--- config.mk ---
export PLATFORM = sky130hd
export DESIGN_NAME = sipo_deser
export DESIGN_NICKNAME = d
export VERILOG_FILES = /design/src/rtl/sipo_deser_pkg.sv /design/src/rtl/sipo_hold_reg.sv /design/src/rtl/sipo_deser.sv
export SDC_FILE = /design/constraint.sdc
export NUM_CORES = 1
export LEC_CHECK = 0
export BUFFER_PORTS_ARGS = -buffer_cell sky130_fd_sc_hd__buf_2
export CAP_MARGIN = 0
export CORE_MARGIN = 2
export CORE_UTILIZATION = 30
export CTS_BUF_LIST = sky130_fd_sc_hd__clkbuf_2 sky130_fd_sc_hd__clkbuf_4 sky130_fd_sc_hd__clkbuf_8
export CTS_CLUSTER_SIZE = 12
export DETAILED_ROUTE_END_ITERATION = 6
export SKIP_LAST_GASP = 1
export SYNTH_ARGS = -nofsm -noshare
export SYNTH_HDL_FRONTEND = slang
export SYNTH_SLANG_ARGS = --single-unit
--- constraint.sdc ---
create_clock -name clk -period 1.9 [get_ports clk]
set_clock_uncertainty 0.1 [all_clocks]
set_input_delay 0.095 -clock clk [delete_from_list [all_inputs] [get_ports clk]]
set_output_delay 0.095 -clock clk [all_outputs]
set_load 0.01 [all_outputs]
--- src/rtl/sipo_deser_pkg.sv ---
// rtl/sipo_deser_pkg.sv - shared types and helpers for the sipo_deser deserialiser
// Optional parity support is selected with SIPO_DESER_PARITY_EN.
package sipo_deser_pkg;

  typedef enum logic [1:0] {
    IDLE   = 2'd0,
    SHIFT  = 2'd1,
    PARITY = 2'd2
  } state_t;

  // Upper bound on WIDTH supported by align_word.
  localparam int MAX_W = 64;

  function automatic int clamp_len(input int len, input int width);
    if (len == 0 || len > width) return width;
    return len;
  endfunction

  // Shifter holds arrival bit k at index k; MSB-first reverses the first n bits.
  function automatic logic [MAX_W-1:0] align_word(input logic [MAX_W-1:0] sh,
                                                  input int n,
                                                  input bit msb_first);
    logic [MAX_W-1:0] r;
    r = '0;
    for (int i = 0; i < MAX_W; i++) begin
      if (i < n) r[i] = msb_first ? sh[n-1-i] : sh[i];
    end
    return r;
  endfunction

endpackage

--- src/rtl/sipo_hold_reg.sv ---
// rtl/sipo_hold_reg.sv - one-entry valid/ready holding register with drop report
// A load while full and not being accepted is dropped and flagged on drop_o.
module sipo_hold_reg #(
  parameter int WIDTH = 8
) (
  input  logic             clk,
  input  logic             reset,
  input  logic             load_i,
  input  logic [WIDTH-1:0] data_i,
  input  logic             accept_i,
  output logic [WIDTH-1:0] data_o,
  output logic             valid_o,
  output logic             drop_o
);

  logic [WIDTH-1:0] data_q, data_d;
  logic             valid_q, valid_d;

  always_comb begin
    data_d  = data_q;
    valid_d = valid_q;
    if (valid_q && accept_i) valid_d = 1'b0;
    if (load_i && (!valid_q || accept_i)) begin
      valid_d = 1'b1;
      data_d  = data_i;
    end
  end

  always_ff @(posedge clk or negedge reset) begin
    if (!reset) begin
      data_q  <= '0;
      valid_q <= 1'b0;
    end else begin
      data_q  <= data_d;
      valid_q <= valid_d;
    end
  end

  assign data_o  = data_q;
  assign valid_o = valid_q;
  assign drop_o  = load_i && valid_q && !accept_i;

endmodule

--- src/rtl/sipo_deser.sv ---
// rtl/sipo_deser.sv - strobe-qualified serial-to-parallel deserialiser for UART RX
// Define SIPO_DESER_PARITY_EN to add a trailing parity bit and parity_err output.
module sipo_deser
  import sipo_deser_pkg::*;
#(
  parameter int WIDTH     = 8,
  parameter int MSB_FIRST = 0,
  parameter int CNT_W     = $clog2(WIDTH + 1)
) (
  input  logic             clk,
  input  logic             reset,
  input  logic             data_in,
  input  logic             shift_en,
  input  logic             clear,
  input  logic [CNT_W-1:0] word_len,
  output logic [WIDTH-1:0] q,
  output logic             out_valid,
  input  logic             out_ready,
  output logic             busy,
  output logic             overrun,
  input  logic             overrun_clr
`ifdef SIPO_DESER_PARITY_EN
  ,
  input  logic             parity_odd,
  output logic             parity_err
`endif
);

`ifdef SIPO_DESER_PARITY_EN
  localparam int HOLD_W = WIDTH + 1;
  logic par_err_d;
`else
  localparam int HOLD_W = WIDTH;
`endif

  state_t           state_q, state_d;
  logic [CNT_W-1:0] count_q, count_d, len_q, len_d, len_in;
  logic [WIDTH-1:0] sh_q, sh_d, word_d;
  logic             data_done, complete;
  logic             overrun_q, overrun_d, drop;
  logic [HOLD_W-1:0] hold_in, hold_out;

  function automatic logic [MAX_W-1:0] widen(input logic [WIDTH-1:0] v);
    widen = '0;
    widen[WIDTH-1:0] = v;
  endfunction

  assign len_in = CNT_W'(clamp_len(int'(word_len), WIDTH));

  always_comb begin
    state_d   = state_q;
    count_d   = count_q;
    len_d     = len_q;
    sh_d      = sh_q;
    data_done = 1'b0;
    complete  = 1'b0;
    word_d    = '0;
`ifdef SIPO_DESER_PARITY_EN
    par_err_d = 1'b0;
`endif
    if (clear) begin
      state_d = IDLE;
      count_d = '0;
    end else if (shift_en) begin
      case (state_q)
        IDLE: begin
          sh_d      = '0;
          sh_d[0]   = data_in;
          len_d     = len_in;
          count_d   = CNT_W'(1);
          state_d   = SHIFT;
          data_done = (len_in == CNT_W'(1));
        end
        SHIFT: begin
          for (int i = 0; i < WIDTH; i++) begin
            if (i == int'(count_q)) sh_d[i] = data_in;
          end
          count_d   = count_q + CNT_W'(1);
          data_done = (count_d == len_q);
        end
`ifdef SIPO_DESER_PARITY_EN
        PARITY: begin
          complete  = 1'b1;
          state_d   = IDLE;
          count_d   = '0;
          word_d    = WIDTH'(align_word(widen(sh_q), int'(len_q), MSB_FIRST != 0));
          par_err_d = ((^sh_q) ^ data_in) != parity_odd;
        end
`endif
        default: begin
          state_d = IDLE;
          count_d = '0;
        end
      endcase
    end

    if (data_done) begin
`ifdef SIPO_DESER_PARITY_EN
      // Count stays at N so busy covers the pending parity bit.
      state_d = PARITY;
`else
      complete = 1'b1;
      state_d  = IDLE;
      count_d  = '0;
      word_d   = WIDTH'(align_word(widen(sh_d), int'(len_d), MSB_FIRST != 0));
`endif
    end
  end

`ifdef SIPO_DESER_PARITY_EN
  assign hold_in = {par_err_d, word_d};
`else
  assign hold_in = word_d;
`endif

  sipo_hold_reg #(
    .WIDTH(HOLD_W)
  ) u_hold (
    .clk     (clk),
    .reset   (reset),
    .load_i  (complete),
    .data_i  (hold_in),
    .accept_i(out_ready),
    .data_o  (hold_out),
    .valid_o (out_valid),
    .drop_o  (drop)
  );

  always_comb begin
    overrun_d = overrun_q;
    if (overrun_clr) overrun_d = 1'b0;
    if (drop)        overrun_d = 1'b1;
  end

  always_ff @(posedge clk or negedge reset) begin
    if (!reset) begin
      state_q   <= IDLE;
      count_q   <= '0;
      len_q     <= '0;
      sh_q      <= '0;
      overrun_q <= 1'b0;
    end else begin
      state_q   <= state_d;
      count_q   <= count_d;
      len_q     <= len_d;
      sh_q      <= sh_d;
      overrun_q <= overrun_d;
    end
  end

  assign q       = hold_out[WIDTH-1:0];
  assign busy    = (count_q != '0);
  assign overrun = overrun_q;
`ifdef SIPO_DESER_PARITY_EN
  assign parity_err = hold_out[WIDTH] & out_valid;
`endif

endmodule

==> results of run 1 <==
cell type report:
class                           count  share of cell area (%)
Multi-Input combinational cell    121                    43.4
Inverter                            9                    1.47
Timing Repair Buffer               64                    19.7
Tap cell                           72                    3.92
Clock buffer                        3                    1.80
Sequential cell                    27                    29.4
Clock inverter                      1                   0.327
layer usage:
| metal | GRT usage, % | part of all wire (%) | vias to the layer above | wire [µm] |
|---|---|---|---|---|
| li1 | - | - | 747 | - |
| met1 | 20.9 | 47 | 741 | 2190 |
| met2 | 24.3 | 46 | 26 | 2150 |
| met3 | 2.83 | 3.6 | 11 | 165 |
| met4 | 6.90 | 2.8 | 0 | 132 |
| met5 | 0 | 0 | - | 0 |
how the worst min path moves through the flow:
stage | to | slack [ps]
2_1_floorplan | count_q[0]$_DFFE_PN0P_ | -300
3_3_place_gp | sh_q[1]$_DFF_PN0_ | 60
3_5_place_dp | sh_q[2]$_DFF_PN0_ | 50
4_1_cts | count_q[2]$_DFFE_PN0P_ | 60
5_1_grt | u_hold.valid_o$_DFFE_PN0P_ | 60
6_report | u_hold.valid_o$_DFFE_PN0P_ | 60
flip-flops by register name (all words and copies together) (netlist names):
signal	count
sh_q	8
u_hold.data_o	8
count_q	4
len_q	4
overrun	1
state_q	1
u_hold.valid_o	1
worst max-delay path, delay by kind of cell, from the launching register on:
family | cells | cell delay (ps)
XOR/XNOR | 1 | 100
AO/OA/AOI/OAI | 1 | 290
buffers and inverters | 2 | 260
multiplexers | 1 | 330
flip-flops | 1 | 420
AND/OR/NAND/NOR | 1 | 160
adder cells (fa/ha/maj) | 1 | 270
cells in the final DEF, fill, tap and decap left out, drive strengths merged, types with 4 or more instances in the layout:
master	netlist	final
nand3	5	5
buf	8	61
a21oi	6	6
mux2i	4	4
o21ai	11	11
nor3b	5	5
inv	9	9
ha	4	4
dfrtp	27	27
nand2b	6	6
o31ai	4	4
nand3b	5	5
nand2	12	12
cell families (layout without fill, tap and decap cells):
logic type	Yosys count	in the layout	share of synthesized area [%]
AOI/OAI and AO/OA	49	49	22.8
xor gates and xnor gates	6	6	3.88
adders and majority gates	4	4	2.93
buffers and inverters	23	77	6.45
DFF	27	27	39.6
muxes	7	7	4.76
and+or+nand+nor	55	55	19.6
power breakdown:
| part | switching [W] | internal [W] | leakage (nW) |
|---|---|---|---|
| combinational | 0.000281 | 0.000279 | 0.700 |
| sequential | 0.0000609 | 0.000668 | 0.360 |
| clock | 0.000198 | 0.000149 | 0.0217 |
through the flow:
step	setup TNS, ps	cells	utilization [%]	hold WS (ps)	cell area (µm²)
after floorplan	-435	171	-	-301	1740
after global placement	-582	287	38.9	58.5	2140
after detailed placement	-979	287	38.9	51.2	2140
after CTS	-865	297	41.0	56.5	2260
after global routing	-1550	297	41.7	64.4	2300
final	-723	297	41.7	55.7	2300
what timing repair did:
item,in CTS,in global routing
pin swaps,3,1
hold buffers,3,0
endpoints found under the setup margin,12,16
cloned,1,0
gates resized for setup,5,8
hold endpoints to repair,29,0
setup buffers,2,0
==> metrics.txt, run 1 <==
IO Count=22; Layout area overhead=34.6%; DR pass1 iterations=4; MaxCap Viol Count=0; antenna cell count=0; Worst-path clk slew=100 ps; chip width=79.5 µm; area of the multi-input gates=997 µm²; worst r2r path cells=7; antenna violations before repair=0; most common flop cell mapped by yosys=dfrtp_1; vias in the first global route=1505; post-route setup slack=-152 ps; Post-synth top cells=dfrtp_1, nand2_1, o21ai_0, inv_1; die area=0.00631 mm²; CTS tree=done; first-pass GRT wire length=7580 µm; Hold Path Class=in2reg; post-synth top area share=39.6%; register area=676 µm²; crit path from=count_q[0]$_DFFE_PN0P_; Final setup viols=8; asr flop ratio synth=100%; warning count from the yosys run=0; r2r setup slk=-150 ps; setup slack at placement=-167 ps; Fillers=533; r2r startpoint=count_q[0]$_DFFE_PN0P_; Final Critical Period=2050 ps; DRT antenna net count=0; sequential share of the synthesized area=39.6%; CP Cell Sequence=inv_2 -> ha_4 -> xnor2_1 -> nand4_1 -> buf_6 -> o31ai_4 -> mux2_4; Die H=79.5 µm; DR DRC count=0; gr usage total=15.5%; insertion delay to the later sink of the worst-skew pair=290 ps; post-synthesis cell type count=54; Initial Util=31.0%; Reg-to-Reg End=u_hold.data_o[7]$_DFFE_PN0P_; total chip power=0.00164 W; endpoints failing hold=0; gpl congestion=0.779; ranking of synthesized cells by area=dfrtp_1, o21ai_0, ha_1; Setup crit end kind=flop; Worst Tran Pin Value=631 ps; row count=27; Max clock buf depth=2; Max Fclk=487 MHz; Syn Std Cell Area=0.00171 mm²; Overflow after GRT=0; H-tree levels=1; min-delay src=out_ready; PortBufs=21; mean post-synth cell area=9.99 µm²; final net count=241; startpoint types=flop; DR iter-0 viols=86; LEAKAGE=1.08 nW; synthesis-stage register bit count=27; Critical-path top delay cell=dfrtp_1; most frequent cell after synthesis=dfrtp_1; Rel. slew slack=57.9%; worst setup path class=reg2reg; WL per Instance=15.6 µm; Critical Path RT=1970 ps; Hold Crit Depth=3; Syn Inst Count=171; outcome=finished, violations left; layout cells sized above 1=38.7%; Crit Path Max Fanout=9; IR drop worst, VDD=326 µV; detail-routed via count per cell=5.13; Routed WL=4640 µm; RSZ-0062 raised after global routing=yes; Yosys top cell by area=dfrtp_1; Worst EP arrival=2120 ps; Final period util=108%; failing checks=setup timing; Max Slew Vio Count=0; Post-synth EDFFs=0; core area=0.00551 mm²; pin count of the biggest net entering global routing=28; crit-path max cell delay=420 ps; Synthesized Nets=186; post-DP HPWL=3400 µm; clock root buffer master=clkbuf_8; Worst Setup EP=u_hold.data_o[7]$_DFFE_PN0P_; CTS Buf Count=3; Sink Count=27; via count=1525; power per cell area=711 mW/mm²
(Power assumes the default switching activity.)
==> inputs of run 2 (changes only) <==
Clock period 1.9 ns to 2 ns, I/O delays scaled along.
==> run 2 against run 1 <==
Net effect:
- the run still ends with setup timing left
- maximum frequency increased by 1.3%
- combinational power down 15%
- largest cell class unchanged
- critical path depth is the same
- final cell count decreased by 4.4%
- sequential power is 4.8% lower
- design area shrank 5.1%
- global-route usage is 0.47 points lower
==> metrics.txt, run 2 (same netlist as run 1, synthesis figures left out) <==
outcome=finished, violations left; failing checks=setup timing; core area=0.00551 mm²; Critical Path RT=2070 ps; LEAKAGE=1.02 nW; MaxCap Viol Count=0; post-route setup slack=-25.9 ps; Net Sw Frac=32.4%; Buf+Inv Stages, Crit Path=2; DRT antenna net count=0; Reg-to-Reg End=u_hold.data_o[6]$_DFFE_PN0P_; Reg power frac=46.2%; gr usage total=15.1%; detail-routed via count per cell=5.26; min-delay src=data_in; Initial Util=31.0%; placed instance count=277; Critical-path top delay cell=dfrtp_1; CTS tree=done; IR drop worst, VDD=245 µV; insertion delay to the later sink of the worst-skew pair=280 ps; WL per Instance=15.9 µm; most frequent cells in the layout=dfrtp_1, buf_4, buf_2, nand2_1, o21ai_0; DR iter-0 viols=81; RSZ-0062 raised after global routing=yes; CTS Buf Count=3; Layout area overhead=27.8%; Rel. slew slack=57.9%; power share of the clock group=22.2%; setup slack at placement=-96.3 ps; post-DP HPWL=3300 µm; antenna violations before repair=0; r2r startpoint=count_q[0]$_DFFE_PN0P_; chip width=79.5 µm; gpl congestion=0.830; Final setup viols=8; Final Critical Period=2030 ps; Net Switching=0.000487 W; antenna cell count=0; CP Cell Sequence=inv_2 -> ha_4 -> xnor2_2 -> nand4_1 -> buf_4 -> o311a_1 -> a41o_1; vias in the first global route=1462; Worst EP arrival=2100 ps; combinational group share of total power=31.6%; die area=0.00631 mm²; clock root buffer master=clkbuf_8; Hold Crit Depth=3; non-filler instance count after layout=284; worst r2r path cells=7; Max Fclk=494 MHz; family with the most delay on the worst path=compound AO/OA/AOI/OAI gates; Overflow after GRT=0; worst setup path class=reg2reg; crit-path max cell delay=420 ps; IO Count=22; first-pass GRT wire length=7290 µm; row count=27; Setup crit end kind=flop; Worst Hold End=sh_q[0]$_DFF_PN0_; Worst Tran Pin Value=632 ps; Routed WL=4530 µm; Max Slew Vio Count=0; via count=1495; hold_ws=8.67 ps; startpoint types=flop; Crit Path Max Fanout=4; pin count of the biggest net entering global routing=28; DR pass1 iterations=4; H-tree levels=1; Internal=0.00102 W; Sink Count=27; Max clock buf depth=2; Final period util=101%; power per cell area=688 mW/mm²; Hold Path Class=in2reg; endpoints failing hold=0; r2r setup slk=-30 ps; Die H=79.5 µm; layout cells sized above 1=35.4%; final net count=228; Worst-path clk slew=90 ps; cell area after layout=0.00218 mm²; PortBufs=21; Post-DP Area=0.00203 mm²; DR DRC count=0
[run 2: changes by cell type in the layout (fill, tap and decap cells not counted), moves of 2 or more]
cell      previous run  this run
o31ai_4              1         3
o311ai_0             2         0
buf_4               36        27
o31ai_2              3         1
o311ai_2             0         2
[run 2: layout make-up]
type,instances,area [µm²]
inverter,9,33.8
tap,72,90.1
multi-input combinational,121,995
fill,543,3320
sequential,27,676
timing repair buffer,51,339
clock buffer,4,48.8
[run 2: worst register-to-register path, delay by kind of cell, from the launching register on]
| kind | cells | cell delay (ps) |
|---|---|---|
| AOI/OAI and AO/OA | 2 | 530 |
| adders and majority gates | 1 | 270 |
| and+or+nand+nor | 1 | 220 |
| DFF | 1 | 420 |
| buffers and inverters | 2 | 290 |
| xor gates and xnor gates | 1 | 90 |
[run 2: power by group through the flow]
stage	Combinational (W)	Sequential, W	Clock, W
2_1_floorplan	0.000256	0.000710	0
3_3_place_gp	0.000440	0.000705	0
3_5_place_dp	0.000447	0.000703	0
4_1_cts	0.000471	0.000694	0.000344
5_1_grt	0.000522	0.000704	0.000369
6_report	0.000475	0.000694	0.000333
[run 2: timing repair]
item / CTS / global route
resized for setup: 10 / 5
endpoints found under the setup margin: 9 / 13
hold endpoints to repair: 28 / 0
hold buffers: 2 / 0
pin swaps: 6 / 4
buffers inserted: 1 / 0
[run 2: worst max-delay path by stage]
stage                     depth (start not counted)              startpoint  slack [ps]                      endpoint
after CTS                                         7  count_q[0]$_DFFE_PN0P_         -40  u_hold.data_o[6]$_DFFE_PN0P_
after global routing                              7  count_q[0]$_DFFE_PN0P_        -130  u_hold.data_o[6]$_DFFE_PN0P_
final                                             7  count_q[0]$_DFFE_PN0P_         -30  u_hold.data_o[6]$_DFFE_PN0P_
after detailed placement                          7  count_q[0]$_DFFE_PN0P_        -100  u_hold.data_o[3]$_DFFE_PN0P_
after floorplan                                   7  count_q[0]$_DFFE_PN0P_         0.4  u_hold.data_o[4]$_DFFE_PN0P_
after global placement                            7  count_q[0]$_DFFE_PN0P_         -50  u_hold.data_o[4]$_DFFE_PN0P_
[run 2: metal layers]
metal,share of wire (%),track usage (%),up-vias
met3,3.2,1.81,5
met1,46,20.6,738
met2,49,23.8,30
met5,0,0,-
li1,-,-,722
met4,1.7,7.07,0
[run 2: metrics by stage]
step / utilization (%) / TNS (ps) / power, W
floorplan: - / 0 / 0.000965
global placement: 36.9 / -111 / 0.00115
detailed placement: 36.9 / -383 / 0.00115
CTS: 39.1 / -146 / 0.00151
global route: 39.6 / -943 / 0.00160
finish: 39.6 / -54.4 / 0.00150
==> inputs of run 3 (changes only) <==
Settings changed: ABC_AREA from default to 1, SYNTH_HIERARCHICAL from default to 1.
==> run 3 against run 2 <==
Net effect:
- the run now ends clean
- maximum frequency rose by 1.7%
- worst setup slack improved by 33 ps
- first-iteration DRC count is 12% lower
- global-route usage decreased by 1.7 points
- final cell count grew 14%
- combinational power shrank 43%
- sequential share of layout area increased by 1.5 points
==> metrics.txt, run 3 <==
met1 usage=18.9%; Layout area overhead=27.2%; pin count of the biggest net entering global routing=28; antenna violations before repair=0; IR drop worst, VDD=249 µV; Sink Count=27; non-filler instance count after layout=325; Yosys top cell by area=dfrtp_1; Fillers=552; ranking of synthesized cells by area=dfrtp_1, nand2_1, inv_1; grt peak-use layer=met2; Setup crit end kind=flop; Post-synth top cells=nand2_1, inv_1, dfrtp_1, nor2_1, o21ai_0; most frequent cells in the layout=nand2_1, inv_1, dfrtp_1, buf_2, o21ai_0; GRT met3 Usage=1.51%; WL per Instance=12.2 µm; startpoint types=flop; Rel. slew slack=59.2%; Max Fclk=502 MHz; Worst EP arrival=2110 ps; worst setup path class=reg2reg; area of the multi-input gates=877 µm²; most frequent CP cell=nand2_1; Worst Tran Pin Value=612 ps; chip width=77.9 µm; CTS Buf Count=3; DR pass1 iterations=4; CP Cell Sequence=buf_4 -> ha_4 -> nand2_2 -> nand3_1 -> nand2_1 -> nand2_1 -> o21ai_4 -> nand2_2 -> buf_8 -> nor3_4 -> nand3_2 -> nand2_1; post-synth top area share=41.2%; placed instance count=311; row count=26; Syn Std Cell Area=0.00164 mm²; sequential share of the synthesized area=41.2%; final net count=271; Routed WL=3960 µm; Die H=77.9 µm; first-pass GRT wire length=6590 µm; met2 GRT Util=21.7%; Synthesized Nets=232; layout cells sized above 1=29.4%; IO Count=22; detail-routed via count per cell=4.56; synthesis-stage register bit count=27; Max clock buf depth=2; Reg-to-Reg End=u_hold/data_o[3]$_DFFE_PN0P_; worst r2r path cells=12; Overflow after GRT=0; H-tree levels=1; most frequent cell after synthesis=nand2_1; via count=1481; Worst path depth=12; mean post-synth cell area=7.56 µm²; power per cell area=571 mW/mm²; post-synthesis cell type count=26; DR DRC count=0; crit-path max cell delay=450 ps; antenna cell count=0; most common flop cell mapped by yosys=dfrtp_1; Hold Path Class=in2reg; Max Slew Vio Count=0; asr flop ratio synth=100%; final setup TNS=0 ps; crit path from=count_q[0]$_DFFE_PN0P_; post-DP HPWL=2870 µm; RSZ-0062 raised after global routing=yes; DR iter-0 viols=71; core area=0.00520 mm²; register area=677 µm²; endpoints failing hold=0; DRT antenna net count=0; family with the most delay on the worst path=simple AND/OR/NAND/NOR gates; gpl congestion=0.872; outcome=finished, final reports clean; most common cell after layout, fill and taps aside=nand2_1; gr usage total=13.4%; hold_ws=56.7 ps; Crit Path Max Fanout=6; r2r startpoint=count_q[0]$_DFFE_PN0P_; r2r setup slk=7 ps; Critical Path RT=2120 ps; LEAKAGE=1.05 nW; utilization after layout=40.1%; Worst-path clk slew=100 ps; die area=0.00608 mm²; Worst Setup EP=u_hold/data_o[3]$_DFFE_PN0P_; warning count from the yosys run=6; MaxCap Viol Count=0; Initial Util=31.5%; CTS tree=done; Final period util=99.6%; insertion delay to the later sink of the worst-skew pair=270 ps; Syn Inst Count=217; Final setup viols=0; Post-synth EDFFs=0; Critical-path top delay cell=dfrtp_2; Buf+Inv Stages, Crit Path=2; Final Critical Period=1990 ps; clock root buffer master=clkbuf_8; vias in the first global route=1404; PortBufs=21
==> run 3: how the worst min path moves through the flow <==
| stage | start | to | cells after the start |
|---|---|---|---|
| floorplan | reset | count_q[0]$_DFFE_PN0P_ | 0 |
| global placement | reset | sh_q[2]$_DFF_PN0_ | 1 |
| detailed placement | reset | sh_q[3]$_DFF_PN0_ | 1 |
| CTS | word_len[2] | len_q[2]$_DFF_PN0_ | 3 |
| global route | word_len[0] | len_q[0]$_DFF_PN0_ | 3 |
| finish | shift_en | count_q[3]$_DFFE_PN0P_ | 4 |
==> run 3: where the power goes <==
| group | switching (W) | internal, W |
|---|---|---|
| sequential | 0.0000219 | 0.000577 |
| combinational | 0.000169 | 0.000101 |
| clock | 0.000181 | 0.000142 |
| total | 0.000372 | 0.000820 |
==> run 3: routing by layer <==
| layer | vias to the layer above | share of wire (%) |
|---|---|---|
| met2 | 25 | 47 |
| met4 | 0 | 0.53 |
| met3 | 2 | 3.2 |
| li1 | 758 | - |
| met1 | 696 | 49 |
| met5 | - | 0 |
==> run 3: worst min-delay path, delay by kind of cell <==
family                 cells  cell delay (ps)
buffers and inverters      1              130
and+or+nand+nor            3              160
==> run 3: stage by stage <==
step / total power, W / worst slack, ps / cell area (µm²)
after floorplan: 0.000755 / 16.4 / 1640
after global placement: 0.000835 / 54.3 / 1840
after detailed placement: 0.000836 / 34.0 / 1840
after CTS: 0.00117 / 4.73 / 1910
after global routing: 0.00127 / -184 / 2090
final: 0.00119 / 7.12 / 2090
==> run 3: kinds of logic (layout without fill, tap and decap cells) <==
family / count (synthesis) / count (layout) / share of synthesized area, %
buffers and inverters: 39 / 77 / 10.9
flip-flops: 27 / 27 / 41.2
AO/OA/AOI/OAI: 32 / 32 / 12.4
AND/OR/NAND/NOR: 114 / 114 / 32.0
adder cells (fa/ha/maj): 4 / 4 / 3.05
XOR/XNOR: 1 / 1 / 0.534
==> run 3: area by class of cell <==
type                       count  area share (%)
clock buffer                   3            1.98
clock inverter                 1           0.360
inverter                      34            6.35
multi-input combinational    151            42.0
sequential                    27            32.4
tap                           70            4.20
timing repair buffer          39            12.6
==> run 3: what timing repair did <==
action,in CTS,in global routing
gates resized for setup,0,32
endpoints found under the setup margin,0,14
endpoints found under the hold margin,28,0
hold buffers,2,0
setup buffers,0,8
